<file path="src/rtl/task7_cordic_top.sv">
// task7_cordic_top: cos((x-128)/128) for an IEEE-754 single operand x.
// Flow: float -> Q8.14 -> Q1.20 angle -> 20-step CORDIC rotation -> float.
// Optional debug taps (result1..result8, enable1..enable9) are driven only when
// CORDIC_DEBUG_EN is defined; otherwise those ports read 0.
module task7_cordic_top (
    input  logic        clk,
    input  logic        reset,
    input  logic [31:0] data,
    input  logic        start,
    output logic        done,
    output logic [31:0] result,
    output logic [31:0] result1,
    output logic [31:0] result2,
    output logic [31:0] result3,
    output logic [31:0] result4,
    output logic [21:0] result5,
    output logic [21:0] result6,
    output logic [31:0] result7,
    output logic [31:0] result8,
    output logic        enable1,
    output logic        enable2,
    output logic        enable3,
    output logic        enable4,
    output logic        enable5,
    output logic        enable6,
    output logic        enable7,
    output logic        enable8,
    output logic        enable9
);

    localparam int unsigned FW    = 22;
    localparam int unsigned ITERS = 20;
    localparam logic signed [FW-1:0] K_INIT = 22'sd636751;

    // One-hot encoding so each state bit doubles as its enable tap.
    typedef enum logic [8:0] {
        S_IDLE      = 9'b0_0000_0001,
        S_CAPTURE   = 9'b0_0000_0010,
        S_CONVERT   = 9'b0_0000_0100,
        S_ANGLE     = 9'b0_0000_1000,
        S_INIT      = 9'b0_0001_0000,
        S_ITERATE   = 9'b0_0010_0000,
        S_NORMALIZE = 9'b0_0100_0000,
        S_PACK      = 9'b0_1000_0000,
        S_DONE      = 9'b1_0000_0000
    } state_t;

    state_t                 state_q;
    logic [31:0]            data_q;
    logic [FW-1:0]          xfix_q;
    logic signed [FW-1:0]   angle_q;
    logic signed [FW-1:0]   x_q, y_q, z_q;
    logic [4:0]             iter_q;
    logic [FW-1:0]          fin_q;
    logic [4:0]             lead_q;
    logic                   done_q;
    logic [31:0]            result_q;

    logic [FW-1:0]          xfix_d;
    logic signed [FW-1:0]   angle_d;
    logic signed [FW-1:0]   x_d, y_d, z_d;
    logic signed [FW-1:0]   x_sh, y_sh;
    logic signed [FW-1:0]   atan_c;
    logic [4:0]             lead_d;
    logic [31:0]            pack_d;
    logic [7:0]             exp_c;
    logic [4:0]             sh_c;
    logic                   nonpos_c;

    // Float to unsigned Q8.14 with truncation, clamping and underflow to zero.
    always_comb begin
        xfix_d = '0;
        exp_c  = data_q[30:23];
        sh_c   = 5'(exp_c - 8'd113);
        if (data_q[31] || (exp_c == 8'd0)) begin
            xfix_d = '0;
        end else if (exp_c >= 8'd135) begin
            xfix_d = '1;
        end else if (exp_c < 8'd113) begin
            xfix_d = '0;
        end else begin
            xfix_d = 22'({1'b1, data_q[22:0]} >> (5'd23 - sh_c));
        end
    end

    // Centre the operand on 128 and halve it: Q8.14 -> signed Q1.20.
    always_comb begin
        angle_d = 22'(({1'b0, xfix_q} - 23'd2097152) >> 1);
    end

    // atan(2^-i) in Q1.20, rounded to nearest.
    always_comb begin
        case (iter_q)
            5'd0:    atan_c = 22'sd823550;
            5'd1:    atan_c = 22'sd486170;
            5'd2:    atan_c = 22'sd256879;
            5'd3:    atan_c = 22'sd130396;
            5'd4:    atan_c = 22'sd65451;
            5'd5:    atan_c = 22'sd32757;
            5'd6:    atan_c = 22'sd16383;
            5'd7:    atan_c = 22'sd8192;
            5'd8:    atan_c = 22'sd4096;
            5'd9:    atan_c = 22'sd2048;
            5'd10:   atan_c = 22'sd1024;
            5'd11:   atan_c = 22'sd512;
            5'd12:   atan_c = 22'sd256;
            5'd13:   atan_c = 22'sd128;
            5'd14:   atan_c = 22'sd64;
            5'd15:   atan_c = 22'sd32;
            5'd16:   atan_c = 22'sd16;
            5'd17:   atan_c = 22'sd8;
            5'd18:   atan_c = 22'sd4;
            5'd19:   atan_c = 22'sd2;
            default: atan_c = 22'sd0;
        endcase
    end

    // One CORDIC micro-rotation; direction follows the sign of the residual angle.
    always_comb begin
        x_sh = x_q >>> iter_q;
        y_sh = y_q >>> iter_q;
        if (!z_q[FW-1]) begin
            x_d = x_q - y_sh;
            y_d = y_q + x_sh;
            z_d = z_q - atan_c;
        end else begin
            x_d = x_q + y_sh;
            y_d = y_q - x_sh;
            z_d = z_q + atan_c;
        end
    end

    // Leading-one position of the final X; bit 21 is the sign so p <= 20.
    always_comb begin
        lead_d = '0;
        for (int b = 0; b < 21; b++) begin
            if (x_q[b]) lead_d = 5'(b);
        end
    end

    // Pack Q1.20 into single precision; the hidden one shifts out of the 23-bit field.
    always_comb begin
        nonpos_c = fin_q[FW-1] || (fin_q == '0);
        pack_d   = {1'b0, 8'(8'd107 + 8'(lead_q)), 23'(fin_q[20:0]) << (5'd23 - lead_q)};
        if (nonpos_c) pack_d = 32'h0000_0000;
    end

    // Control sequence and datapath registers.
    always_ff @(posedge clk) begin
        if (reset) begin
            state_q  <= S_IDLE;
            data_q   <= '0;
            xfix_q   <= '0;
            angle_q  <= '0;
            x_q      <= '0;
            y_q      <= '0;
            z_q      <= '0;
            iter_q   <= '0;
            fin_q    <= '0;
            lead_q   <= '0;
            done_q   <= 1'b0;
            result_q <= '0;
        end else begin
            done_q <= 1'b0;
            case (state_q)
                S_IDLE: begin
                    if (start) state_q <= S_CAPTURE;
                end
                S_CAPTURE: begin
                    data_q  <= data;
                    state_q <= S_CONVERT;
                end
                S_CONVERT: begin
                    xfix_q  <= xfix_d;
                    state_q <= S_ANGLE;
                end
                S_ANGLE: begin
                    angle_q <= angle_d;
                    state_q <= S_INIT;
                end
                S_INIT: begin
                    x_q     <= K_INIT;
                    y_q     <= '0;
                    z_q     <= angle_q;
                    iter_q  <= '0;
                    state_q <= S_ITERATE;
                end
                S_ITERATE: begin
                    x_q <= x_d;
                    y_q <= y_d;
                    z_q <= z_d;
                    if (iter_q == 5'(ITERS - 1)) begin
                        state_q <= S_NORMALIZE;
                    end else begin
                        iter_q <= iter_q + 5'd1;
                    end
                end
                S_NORMALIZE: begin
                    fin_q   <= x_q;
                    lead_q  <= lead_d;
                    state_q <= S_PACK;
                end
                S_PACK: begin
                    result_q <= pack_d;
                    done_q   <= 1'b1;
                    state_q  <= S_DONE;
                end
                S_DONE: begin
                    state_q <= S_IDLE;
                end
                default: state_q <= S_IDLE;
            endcase
        end
    end

    assign done   = done_q;
    assign result = result_q;

`ifdef CORDIC_DEBUG_EN
    logic [8:0] state_bits;
    assign state_bits = state_q;

    // Debug taps straight from the stage registers.
    assign result1 = data_q;
    assign result2 = {{10{x_q[FW-1]}}, x_q};
    assign result3 = {{10{y_q[FW-1]}}, y_q};
    assign result4 = {{10{z_q[FW-1]}}, z_q};
    assign result5 = xfix_q;
    assign result6 = angle_q;
    assign result7 = {27'd0, iter_q};
    assign result8 = {10'd0, fin_q};
    assign {enable9, enable8, enable7, enable6, enable5,
            enable4, enable3, enable2, enable1} = state_bits;
`else
    assign result1 = '0;
    assign result2 = '0;
    assign result3 = '0;
    assign result4 = '0;
    assign result5 = '0;
    assign result6 = '0;
    assign result7 = '0;
    assign result8 = '0;
    assign {enable9, enable8, enable7, enable6, enable5,
            enable4, enable3, enable2, enable1} = 9'd0;
`endif

endmodule

</file>
<file path="config.mk">
export PLATFORM = sky130hd
export DESIGN_NAME = task7_cordic_top
export DESIGN_NICKNAME = d
export VERILOG_FILES = /design/src/rtl/task7_cordic_top.sv
export SDC_FILE = /design/constraint.sdc
export NUM_CORES = 1
export LEC_CHECK = 0
export ABC_AREA = 1
export CORE_MARGIN = 1.5
export CORE_UTILIZATION = 49
export CTS_CLUSTER_SIZE = 40
export DETAILED_ROUTE_END_ITERATION = 6
export PLACE_DENSITY = 0.77
export RECOVER_POWER = 50
export SYNTH_ARGS = -nofsm -noshare
export SYNTH_HDL_FRONTEND = slang
export SYNTH_SLANG_ARGS = --single-unit
</file>
<file path="constraint.sdc">
create_clock -name clk -period 3.79 [get_ports clk]
set_clock_uncertainty 0.05 [all_clocks]
set_input_delay 0.379 -clock clk [delete_from_list [all_inputs] [get_ports clk]]
set_output_delay 0.379 -clock clk [all_outputs]
set_load 0.02 [all_outputs]
</file>
==> metrics.csv <==
stage,metric,value,unit
timing,rsz0062_at_grt,true,
clock_network,ctsHoldBuffers,0,
clock_network,cts_made_buffers,28,
setup_path,path_class,reg2reg,
timing,whs,0.205,ns
timing,relSlewSlack,1.21,%
worst_hold_path,worstHoldEndpoint,x_q[5],
logic_synthesis,synth_seq_cells,232,
placed_design,place.port_buffers,65,
setup_path,path_buf_inv,3,
detailed_routing,drc,0,
logic_synthesis,yosysSeqAreaShare,24.0,%
placed_design,detailed_place.area,21200,um^2
placed_design,dpl.cell_count,3764,
placed_design,dp_slack,-0.339,ns
clock_network,h-tree-depth,1,
detailed_routing,first_iter_violations,1582,
timing,drv_slew,0,
detailed_routing,routed-via-count,19900,
floorplanning,die_y,202,um
setup_path,crit_fanout,11,
setup_path,end_kind,flip-flop,
final_layout,drive_gt1_share,16.5,%
global_routing,overflow,0,
clock_network,clkLatencyLatePin,0.61,ns
setup_path,regToRegSetupSlack,-0.15,ns
floorplanning,die_area,40700,um^2
logic_synthesis,netlist.area_leader.share,24.0,%
setup_path,worstPathArrival,4.31,ns
floorplanning,die_x,202,um
floorplanning,io_pins,313,
global_routing,use_met3,2.54,%
power_and_ir_drop,power.density,281,nW/um^2
logic_synthesis,ys.flop_type,dfxtp_1,
worst_hold_path,worstHoldStart,reset,
timing,hold_viol,0,
logic_synthesis,yosys_warnings,0,
worst_hold_path,min_path_cells,2,
setup_path,r2r-start,iter_q[0],
logic_synthesis,async_flop_share,0,%
final_layout,fillers,3607,
power_and_ir_drop,p_leak,11.2,nW
floorplanning,placementRows,72,
global_routing,grt_pass1_wl,83.6,mm
logic_synthesis,synth.avg_cell_area,6.32,um^2
setup_path,critPathMaxStageDelay,0.41,ns
timing,period_share,104,%
setup_path,crit_top_cell,nand2_2,
logic_synthesis,synth_area,19300,um^2
placed_design,hpwl,38.4,mm
timing,timing.fmax,254,MHz
setup_path,crit_path_start_kind,flip-flop,
final_layout,final_cells,3834,
power_and_ir_drop,power,6.48,mW
logic_synthesis,netlist_instances,3058,
global_routing,use_met2,41.1,%
timing,setup_viol,7,
timing,setup_ws,-0.149,ns
placed_design,routabilityCongestion,0.959,
logic_synthesis,netlist_top_cells_count,"nand2_1 (752), o21ai_0 (270), nand3_1 (256)",
logic_synthesis,ys_top_cells_by_area,"dfxtp_1 (24%), nand2_1 (15%), buf_4 (9.8%)",
global_routing,grt_use_total,24.3,%
global_routing,grt_max_degree,95,
clock_network,clock_path_buffers,3,
setup_path,r2r_cells,28,
setup_path,crit_required,4.16,ns
global_routing,antenna_found_initial,0,
timing,fin_crit,3.94,ns
setup_path,cp_top_family,simple AND/OR/NAND/NOR gates,
final_layout,area_growth,19.4,%
global_routing,gr-usage-met1,32.7,%
run,cap_violations,0,
floorplanning,initial_core_util,49.8,%
timing,tightestPinTransition,1.48,ns
clock_network,cts.clk_slew.worst_paths,0.07,ns
detailed_routing,vias_per_cell,5.18,
detailed_routing,firstDrtPassIters,6,
logic_synthesis,synthDistinctLibCells,61,
logic_synthesis,synth.largest_area_cell,dfxtp_1,
logic_synthesis,synth_edf_count,0,
power_and_ir_drop,ir_drop,0.380,mV
global_routing,gr-max-usage-layer,met2,
setup_path,r2r_end,y_q[21],
setup_path,crit_slowest_cell,dfxtp_4,
detailed_routing,antenna_left,0,
worst_hold_path,hold_class,in2reg,
detailed_routing,wl_per_cell,13.7,um
run_status,status,"finished, violations left",
clock_network,root_buffer,clkbuf_16,
final_layout,n_antenna_cell,0,
clock_network,cts_tree,yes,
clock_network,cts_sinks,232,
final_layout,fin_area,23100,um^2
run_status,failed_checks,setup timing,
global_routing,grt_pass1_vias,17400,
floorplanning,core-area,38800,um^2
logic_synthesis,synth_most_common_cell,nand2_1,
detailed_routing,wl,52.3,mm
final_layout,nets,3416,
-- stage by stage --
step                utilization [%]  setup TNS [ns]
finish                         59.5          -0.410
global placement               54.5           -2.40
global route                   59.5           -5.75
CTS                            58.1        -0.00293
detailed placement             54.5           -3.88
floorplan                         -               0
-- state kept, by name, indices dropped and copies added (netlist names), 21 cells and up --
register and flops:
data_q 31, result 31, fin_q 22, x_q 22, y_q 22, z_q 22, angle_q 21, xfix_q 21
-- how the worst max path moves through the flow --
| stage | cells after the start | from | end |
|---|---|---|---|
| after floorplan | 26 | iter_q[1] | x_q[17] |
| final | 28 | iter_q[0] | y_q[21] |
| after detailed placement | 28 | iter_q[0] | y_q[21] |
| after CTS | 28 | iter_q[0] | y_q[21] |
| after global routing | 30 | iter_q[0] | y_q[21] |
| after global placement | 30 | iter_q[0] | x_q[16] |
-- cells in the final DEF, fill, tap and decap left out, types with 9 or more instances in the layout --
cell type / instances
a21oi_1: 221
a21oi_2: 20
a31oi_1: 25
buf_12: 9
buf_4: 262
bufinv_16: 9
clkbuf_16: 30
clkdlybuf4s50_1: 32
conb_1: 246
dfxtp_1: 231
dlygate4sd3_1: 32
ha_1: 76
inv_1: 241
inv_2: 14
mux2i_1: 10
nand2_1: 722
nand2_2: 45
nand3_1: 231
nand3_2: 33
nand4_1: 13
nor2_1: 229
nor2_2: 14
nor2_4: 12
nor3_1: 13
nor4_1: 13
o211ai_1: 14
o21ai_0: 255
o21ai_1: 21
o221ai_1: 13
or2_2: 31
xnor2_1: 19
xor2_1: 43
-- routing by layer --
layer,wire length (um),part of all wire [%],vias to the layer above
met5,0,0,-
met4,1210,2.3,0
met3,3240,6.2,96
met2,24600,47,680
met1,23300,45,8992
li1,-,-,10100
-- worst register-to-register path: cells and delay by family (launching register included) --
family | cells | cell delay, ns
AO/OA/AOI/OAI | 3 | 0.26
adder cells (fa/ha/maj) | 2 | 0.53
flip-flops | 1 | 0.41
buffers and inverters | 3 | 0.28
AND/OR/NAND/NOR | 19 | 2.12
XOR/XNOR | 1 | 0.14
-- power breakdown --
group / switching, mW / internal (mW) / leakage, nW / total, mW
Sequential: 0.0258 / 2.47 / 1.87 / 2.50
Clock: 1.17 / 2.06 / 0.545 / 3.23
Combinational: 0.570 / 0.179 / 8.78 / 0.749
-- what timing repair did --
| action | CTS | global route |
|---|---|---|
| cloned | 0 | 2 |
| gates resized for setup | 57 | 111 |
| pin swaps | 12 | 41 |
| buffers inserted | 6 | 10 |
| setup endpoints to repair | 24 | 34 |
-- logic make-up (layout without fill, tap and decap cells) --
kind of cell,after synthesis,after routing,synth area share [%]
flip-flops,232,232,24.0
AND/OR/NAND/NOR,1376,1376,30.5
adder cells (fa/ha/maj),87,87,5.75
multiplexers,10,10,0.518
other,1,246,0.0194
buffers and inverters,642,655,17.8
AO/OA/AOI/OAI,645,645,18.4
XOR/XNOR,65,65,2.98
-- area by class of cell --
type | count | area (um^2) | share of cell area (%)
Clock buffer | 32 | 756 | 3.27
Clock inverter | 20 | 370 | 1.60
Inverter | 259 | 983 | 4.26
Multi-Input combinational cell | 2429 | 12800 | 55.4
Sequential cell | 232 | 4650 | 20.1
Tap cell | 518 | 648 | 2.81
Timing Repair Buffer | 344 | 2890 | 12.5
Power figures use the tool's default switching activity.
